==> src/rtl/ahb_sram_ctrl.sv <==
// AHB-Lite slave bridging to a single-port synchronous SRAM (byte/half/word, ERROR on bad accesses).
// Latency: write completes WAIT_STATES cycles after address phase, read 1+WAIT_STATES; ERROR is 2 cycles.
// Backpressure: hreadyout low stalls the master; address-phase inputs are ignored while it is low.
//
// Ports:
//   hclk, hresetn                      clock, async active-low reset
//   hsel/haddr/htrans/hwrite/hsize/    AHB-Lite request side (hready is the bus-wide ready)
//   hready/hwdata
//   hrdata/hreadyout/hresp             AHB-Lite response side
//   sram_cs/sram_we/sram_be/sram_addr/ synchronous SRAM; read data valid the cycle after the strobe
//   sram_wdata/sram_rdata
module ahb_sram_ctrl #(
   parameter int WAIT_STATES = 0,      // 0..3 extra data-phase cycles
   parameter int MEM_BYTES   = 65536   // bytes of SRAM behind the slave
) (
   input  logic        hclk,
   input  logic        hresetn,
   input  logic        hsel,
   input  logic [15:0] haddr,
   input  logic [1:0]  htrans,
   input  logic        hwrite,
   input  logic [2:0]  hsize,
   input  logic        hready,
   input  logic [31:0] hwdata,
   output logic [31:0] hrdata,
   output logic        hreadyout,
   output logic        hresp,
   output logic        sram_cs,
   output logic        sram_we,
   output logic [3:0]  sram_be,
   output logic [13:0] sram_addr,
   output logic [31:0] sram_wdata,
   input  logic [31:0] sram_rdata
);

   typedef enum logic [2:0] {
      S_IDLE  = 3'd0,
      S_WRITE = 3'd1,
      S_READ  = 3'd2,
      S_ERR1  = 3'd3,
      S_ERR2  = 3'd4
   } state_t;

   localparam logic [2:0]  WR_LAST = 3'(WAIT_STATES);
   localparam logic [2:0]  RD_LAST = 3'(WAIT_STATES + 1);
   localparam logic [16:0] MEM_LIM = 17'(MEM_BYTES);

   state_t      state_q, state_d;
   logic [2:0]  cnt_q, cnt_d;
   logic [15:0] addr_q, addr_d;
   logic [2:0]  size_q, size_d;

   logic        wr_last, rd_last, can_accept, accept;
   logic        misalign, out_of_range, req_err;
   logic [3:0]  be_calc;

   // htrans[0] only distinguishes SEQ/NONSEQ and IDLE/BUSY; neither changes behaviour here.
   logic        unused_htrans0;
   assign unused_htrans0 = htrans[0];

   // Final data-phase cycle of a transfer: the only write cycle that strobes, and the read
   // cycle where the SRAM data (fetched by the first-cycle strobe) is returned.
   assign wr_last = (state_q == S_WRITE) && (cnt_q == WR_LAST);
   assign rd_last = (state_q == S_READ)  && (cnt_q == RD_LAST);

   // A new address phase can only be taken in a cycle where this slave drives hreadyout=1.
   assign can_accept = (state_q == S_IDLE) || (state_q == S_ERR2) || wr_last || rd_last;
   assign accept     = can_accept && hsel && hready && htrans[1];

   assign misalign     = ((hsize == 3'd1) && haddr[0]) ||
                         ((hsize == 3'd2) && (haddr[1:0] != 2'b00));
   assign out_of_range = ({1'b0, haddr} >= MEM_LIM);
   assign req_err      = (hsize > 3'd2) || misalign || out_of_range;

   // State register
   always_ff @(posedge hclk or negedge hresetn) begin
      if (!hresetn) begin
         state_q <= S_IDLE;
         cnt_q   <= 3'd0;
         addr_q  <= 16'd0;
         size_q  <= 3'd0;
      end else begin
         state_q <= state_d;
         cnt_q   <= cnt_d;
         addr_q  <= addr_d;
         size_q  <= size_d;
      end
   end

   // Next-state logic
   always_comb begin
      state_d = state_q;
      cnt_d   = cnt_q;
      addr_d  = addr_q;
      size_d  = size_q;
      case (state_q)
         S_IDLE, S_ERR2: begin
            state_d = S_IDLE;
            cnt_d   = 3'd0;
         end
         S_ERR1: begin
            state_d = S_ERR2;
            cnt_d   = 3'd0;
         end
         S_WRITE: begin
            if (wr_last) begin
               state_d = S_IDLE;
               cnt_d   = 3'd0;
            end else begin
               cnt_d = cnt_q + 3'd1;
            end
         end
         S_READ: begin
            if (rd_last) begin
               state_d = S_IDLE;
               cnt_d   = 3'd0;
            end else begin
               cnt_d = cnt_q + 3'd1;
            end
         end
         default: begin
            state_d = S_IDLE;
            cnt_d   = 3'd0;
         end
      endcase
      // Accepting overrides the default return to IDLE: back-to-back pipelining.
      if (accept) begin
         if (req_err) begin
            state_d = S_ERR1;
         end else if (hwrite) begin
            state_d = S_WRITE;
         end else begin
            state_d = S_READ;
         end
         cnt_d  = 3'd0;
         addr_d = haddr;
         size_d = hsize;
      end
   end

   // Byte lanes from the registered size/offset
   always_comb begin
      be_calc = 4'b0000;
      case (size_q)
         3'd0:    be_calc = 4'b0001 << addr_q[1:0];
         3'd1:    be_calc = addr_q[1] ? 4'b1100 : 4'b0011;
         default: be_calc = 4'b1111;
      endcase
   end

   assign sram_addr = addr_q[15:2];

   // Output logic
   always_comb begin
      hreadyout  = 1'b1;
      hresp      = 1'b0;
      hrdata     = 32'd0;
      sram_cs    = 1'b0;
      sram_we    = 1'b0;
      sram_be    = 4'b0000;
      sram_wdata = 32'd0;
      case (state_q)
         S_WRITE: begin
            hreadyout = wr_last;
            if (wr_last) begin
               sram_cs    = 1'b1;
               sram_we    = 1'b1;
               sram_be    = be_calc;
               sram_wdata = hwdata;
            end
         end
         S_READ: begin
            hreadyout = rd_last;
            if (cnt_q == 3'd0) begin
               sram_cs = 1'b1;
               sram_be = be_calc;
            end
            if (rd_last) begin
               hrdata = sram_rdata;
            end
         end
         S_ERR1: begin
            hreadyout = 1'b0;
            hresp     = 1'b1;
         end
         S_ERR2: begin
            hresp = 1'b1;
         end
         default: begin
            hreadyout = 1'b1;
         end
      endcase
   end

endmodule

==> config.mk <==
export PLATFORM = sky130hd
export DESIGN_NAME = ahb_sram_ctrl
export DESIGN_NICKNAME = d
export VERILOG_FILES = /design/src/rtl/ahb_sram_ctrl.sv
export SDC_FILE = /design/constraint.sdc
export NUM_CORES = 1
export LEC_CHECK = 0
export BUFFER_PORTS_ARGS = -buffer_cell sky130_fd_sc_hd__clkbuf_2
export CAP_MARGIN = 20
export CELL_PAD_IN_SITES_DETAIL_PLACEMENT = 0
export CELL_PAD_IN_SITES_GLOBAL_PLACEMENT = 2
export CORE_MARGIN = 2
export CORE_UTILIZATION = 16
export CTS_CLUSTER_DIAMETER = 60
export DETAILED_ROUTE_END_ITERATION = 16
export PLACE_DENSITY_LB_ADDON = 0.1
export SYNTH_ARGS = -nofsm -noshare
export SYNTH_HDL_FRONTEND = slang
export SYNTH_SLANG_ARGS = --single-unit
==> constraint.sdc <==
create_clock -name hclk -period 1.77 [get_ports hclk]
set_input_delay 0.354 -clock hclk [delete_from_list [all_inputs] [get_ports hclk]]
set_output_delay 0.354 -clock hclk [all_outputs]
set_load 0.02 [all_outputs]
; After elaboration in Yosys (flattened, before gate mapping)
; Cells that the tools add are included.
[totals]
output_inout_bits = 86
word_cells = 60
register_bits = 25
[classes]
n_mux = 25
add_sub_neg = 1
n_eq_ne = 10
n_shift = 1
n_reduce_logical = 18
n_lt_le_gt_ge = 1
[op_table]
columns = cell, n
row1 = $mux 32, 4
row2 = $mux 3, 6
row3 = $pmux 4 s2, 2
row4 = $eq 3x1->1 const B, 4
row5 = $mux 4, 3
row6 = $eq 3x2->1 const B, 3
row7 = $logic_not 3->1, 3
row8 = $pmux 3 s3, 1
row9 = $logic_and 1x1->1, 7
row10 = $ne 3x3->1 const B, 2
row11 = $pmux 3 s2, 1
row12 = $logic_or 1x1->1, 5
row13 = $mux 1, 4
row14 = $mux 2, 2
row15 = $shl 1x2->4 const A, 1
row16 = $add 3x1->3 const B, 1
row17 = $eq 3x3->1 const B, 1
row18 = $gt 3x2->1 const B, 1
row19 = $pmux 1 s3, 1
row20 = $pmux 1 s2, 1
row21 = $reduce_and 2->1, 1
row22 = $reduce_bool 2->1, 1
row23 = $reduce_or 2->1, 1

; Logic depth before layout (Yosys ltp)
[logic_depth]
ltp_word = 9
mapped_depth = 7
mapped_depth_nobuf = 6

; Worst setup path after synthesis
; OpenSTA, ideal clock, no wires.
[synth_timing]
kind = register -> output
from = register cnt_q[0]
to = output sram_wdata[22]
n_path_buf = 1
required_ns = 1.416
stages_incl_launch_ff = 7
arrival_time_ns = 1.551
setup_slack_ns = -0.135
path_cell_list = dfrtp_1 > inv_1 > ha_1 > nor2b_1 > and3_1 > buf_2 > and2_1
[synth_via]
elab_chain_cells = 4
[synth_lines]
columns = item, line_no
row1 = "start, declared", 49  ; logic [2:0] cnt_q, cnt_d;
row2 = "start signal, assigned", 84  ; cnt_q <= cnt_d;
row3 = $logic_not 3->1, 63  ; assign wr_last = (state_q == S_WRITE) && (cnt_q == WR_LAST);
row4 = $logic_and 1x1->1, 63
row5 = $mux 32, 165  ; if (wr_last) begin
row6 = $mux 32, 162  ; case (state_q)
row7 = "end, declared", 32  ; output logic [31:0] sram_wdata,
; Every way passes these cells.

; Worst setup path in the final report
[layout_timing]
from = register cnt_q[1]
to = output hrdata[9]
[layout_via]
elab_chain_cells = 4
[layout_lines]
columns = item, line_no
row1 = $eq 3x1->1, 64  ; assign rd_last = (state_q == S_READ) && (cnt_q == RD_LAST);
row2 = $logic_and 1x1->1, 64
row3 = $mux 32, 178  ; if (rd_last) begin
row4 = $mux 32, 162
row5 = "end, declared", 25  ; output logic [31:0] hrdata,
; Every way passes these cells.

==> flow_summary_export.csv <==
group,metric,value,unit
run_status,outcome,"complete, but fails checks",
run_status,violations,"setup timing",
critical_path,crit_type,"flop to output pin",
job,maxCapViolations,0,
sta,hold_violations,0,
final_layout,fillCellCount,1065,
global_route,grt_pass1_vias,1815,
sta,period_minus_slack,2.09,ns
pwr,irDropWorstVdd,581,uV
hold_path,worstHoldPathType,"primary input to async pin",
cts,clock_latency,0.27,ns
final_layout,fin_nets,460,
sta,fmax,479,MHz
global_route,grt_max_degree,33,
cts,cts_sinks,25,
route,drc,0,
critical_path,path_max_fanout,32,
cts,cts-buffers-inserted,3,
yosys,synth_most_common_cell,"and2_1",
yosys,synth_cell_type_count,32,
yosys,synthTopCellsByArea,"dfrtp_1 (35%), and2_1 (22%), mux2_4 (15%)",
route,wl_per_cell,13.6,um
final_layout,drive_above_1_share,0.781,
route,ant_nets,0,
yosys,yosysTopAreaCellShare,0.348,
global_route,grt_overflow_total,0,
floorplan,ios,176,
route,viasPerCell,3.85,
yosys,ys_seq_elements,25,
yosys,syn_area_per_cell,9.78,um2
sta,fin_hold_ws,0.0891,ns
pwr,finalPower,4.43,mW
yosys,synth_common_cells,"and2_1 (64), dfrtp_1 (25), mux2_4 (18)",
pwr,powerDensity,1150,nW/um2
cts,htreeDepth,1,
sta,fin_worst_skew,0.00270,ns
floorplan,start_util,0.165,
route,totalWireLength,6890,um
sta,finalCritPeriodShare,1.18,
cts,clk_path_buf_depth,2,
critical_path,endpoint_kind,"output pin",
placed_design,port_buffers,174,
floorplan,rows,38,
yosys,syn_inst,184,
cts,cts_root_buf,"clkbuf_8",
route,drt-initial-drc-count,50,
sta,max_slew_margin,0.562,
global_route,antenna_found_initial,0,
sta,worst_slew_pin_slew,0.656,ns
floorplan,core-area,10900,um2
sta,rsz0062_at_grt,"yes",
route,dr.pass1.iters,4,
yosys,netlist_area,1800,um2
yosys,seq_area_frac_synth,0.348,
yosys,synth-edff-count,0,
yosys,synth.net_count,277,
critical_path,critPathRequiredTime,1.42,ns
cts,clk_pin_slew_worst_paths,0.09,ns
sta,setup_ws,-0.317,ns
route,vias,1948,
floorplan,fp.dieW,110,um
floorplan,die_area,12100,um2
cts,cts_tree,"done",
pwr,total_leakage_power,1.99,nW
yosys,yosysTopAreaCell,"dfrtp_1",
yosys,async_reset_ff_frac,1.00,
critical_path,cp-start-kind,"flop",
yosys,ys.flop_type,"dfrtp_1",
final_layout,area_delta_synth_final,115,%
sta,finalSetupViolations,71,
global_route,grt.total_usage,0.0933,
sta,finalMaxSlewViolations,0,
global_route,grt_pass1_wl,8820,um
cts,cts_hold_buffers,0,
placed_design,gp_congestion,0.651,
final_layout,diodes,0,
critical_path,worstPathArrival,1.73,ns
floorplan,die_y,110,um
placed_design,dp_hpwl,4720,um
yosys,synth_warnings,0,
[critical path: stages, from the launching register on]
cell and delay (ns):
dfrtp_1 0.37, inv_2 0.06, buf_6 0.11, ha_4 0.16
nand2b_4 0.06, and2b_2 0.23, buf_12 0.15, and2_1 0.16
clkbuf_8 0.15
[metal layers]
layer  global-route usage  up-vias  part of all wire
li1                     -      948                 -
met1               0.0963      906              0.37
met2                0.191       90              0.55
met3               0.0170        4             0.083
met4               0.0190        0            0.0048
met5                    0        -                 0
[kinds of logic (layout without fill, tap and decap cells)]
family,after synthesis,in the layout,synth area share
AND/OR/NAND/NOR,88,92,0.300
adder cells (fa/ha/maj),3,3,0.0209
multiplexers,19,19,0.156
buffers and inverters,29,207,0.103
AO/OA/AOI/OAI,18,18,0.0626
XOR/XNOR,2,2,0.00974
flip-flops,25,25,0.348
[final timing paths]
kind / slack, ns / to / startpoint / cells after the start
max: -0.32 / hrdata[9] / cnt_q[1] / 8
min: 0.09 / addr_q[4] / hresetn / 1
max reg2reg: 0 / addr_q[5] / cnt_q[0] / 8
min reg2reg: 0.52 / addr_q[6] / addr_q[6] / 1
max in group asynchronous: 1.21 / state_q[2] / hresetn / 1
min in group hclk: 0.30 / addr_q[13] / haddr[13] / 2
[area by class of cell]
class                           count  area [um2]  share of cell area
Multi-Input combinational cell    134        1250               0.324
Clock buffer                        3        41.3              0.0107
Sequential cell                    25         629               0.163
Clock inverter                      1        5.00             0.00129
Inverter                            6        27.5             0.00712
Timing Repair Buffer              197        1740               0.449
Tap cell                          140         175              0.0453
[power by group]
part	total [mW]	switching [mW]	leakage (nW)	internal (mW)
Sequential	1.00	0.183	0.302	0.819
Combinational	3.07	1.43	1.67	1.64
Clock	0.356	0.198	0.0255	0.158
Total	4.43	1.81	1.99	2.62
[state kept, by name (all words and copies together) (netlist names)]
signal   count
addr_q      16
cnt_q        3
state_q      3
size_q       3
[cells in the final DEF (no fill, tap or decap), types with 2 or more instances in the layout]
master     synthesis  final
inv_1              6      3
o21bai_1           2      2
clkbuf_8           0     11
buf_8              0     35
nor2_1             8      5
and3_4             0      5
dfrtp_1           25     22
mux2_4            18     19
and2_4             0     33
and2_1            64     31
dfrtp_2            0      3
nand2_1            3      2
buf_4             14     11
clkbuf_2           0    102
clkbuf_16          0      2
ha_4               0      2
a21oi_2            0      5
nor2_2             0      2
buf_12             0      2
xnor2_1            2      2
buf_6              3     37
nor3_1             2      2
nand2b_4           1      3
inv_2              0      2
o21ai_0            4      4
[what timing repair did]
item | CTS | global route
endpoints found under the setup margin | 72 | 91
pin swaps | 5 | 42
gates cloned | 4 | 3
buffers inserted | 4 | 4
resized for setup | 120 | 161
[per-stage QoR]
step | instance area, um2 | TNS (ns) | std cells | setup slack [ns] | util
after CTS | 3460 | -21.96 | 500 | -0.352 | 0.318
final | 3870 | -20.05 | 506 | -0.317 | 0.355
after global placement | 2850 | -4.69 | 488 | -0.105 | 0.262
after detailed placement | 2850 | -5.18 | 488 | -0.103 | 0.262
after global routing | 3870 | -26.51 | 506 | -0.409 | 0.355
after floorplan | 1850 | 0 | 184 | 0.00667 | -
Power figures use the tool's default switching activity.
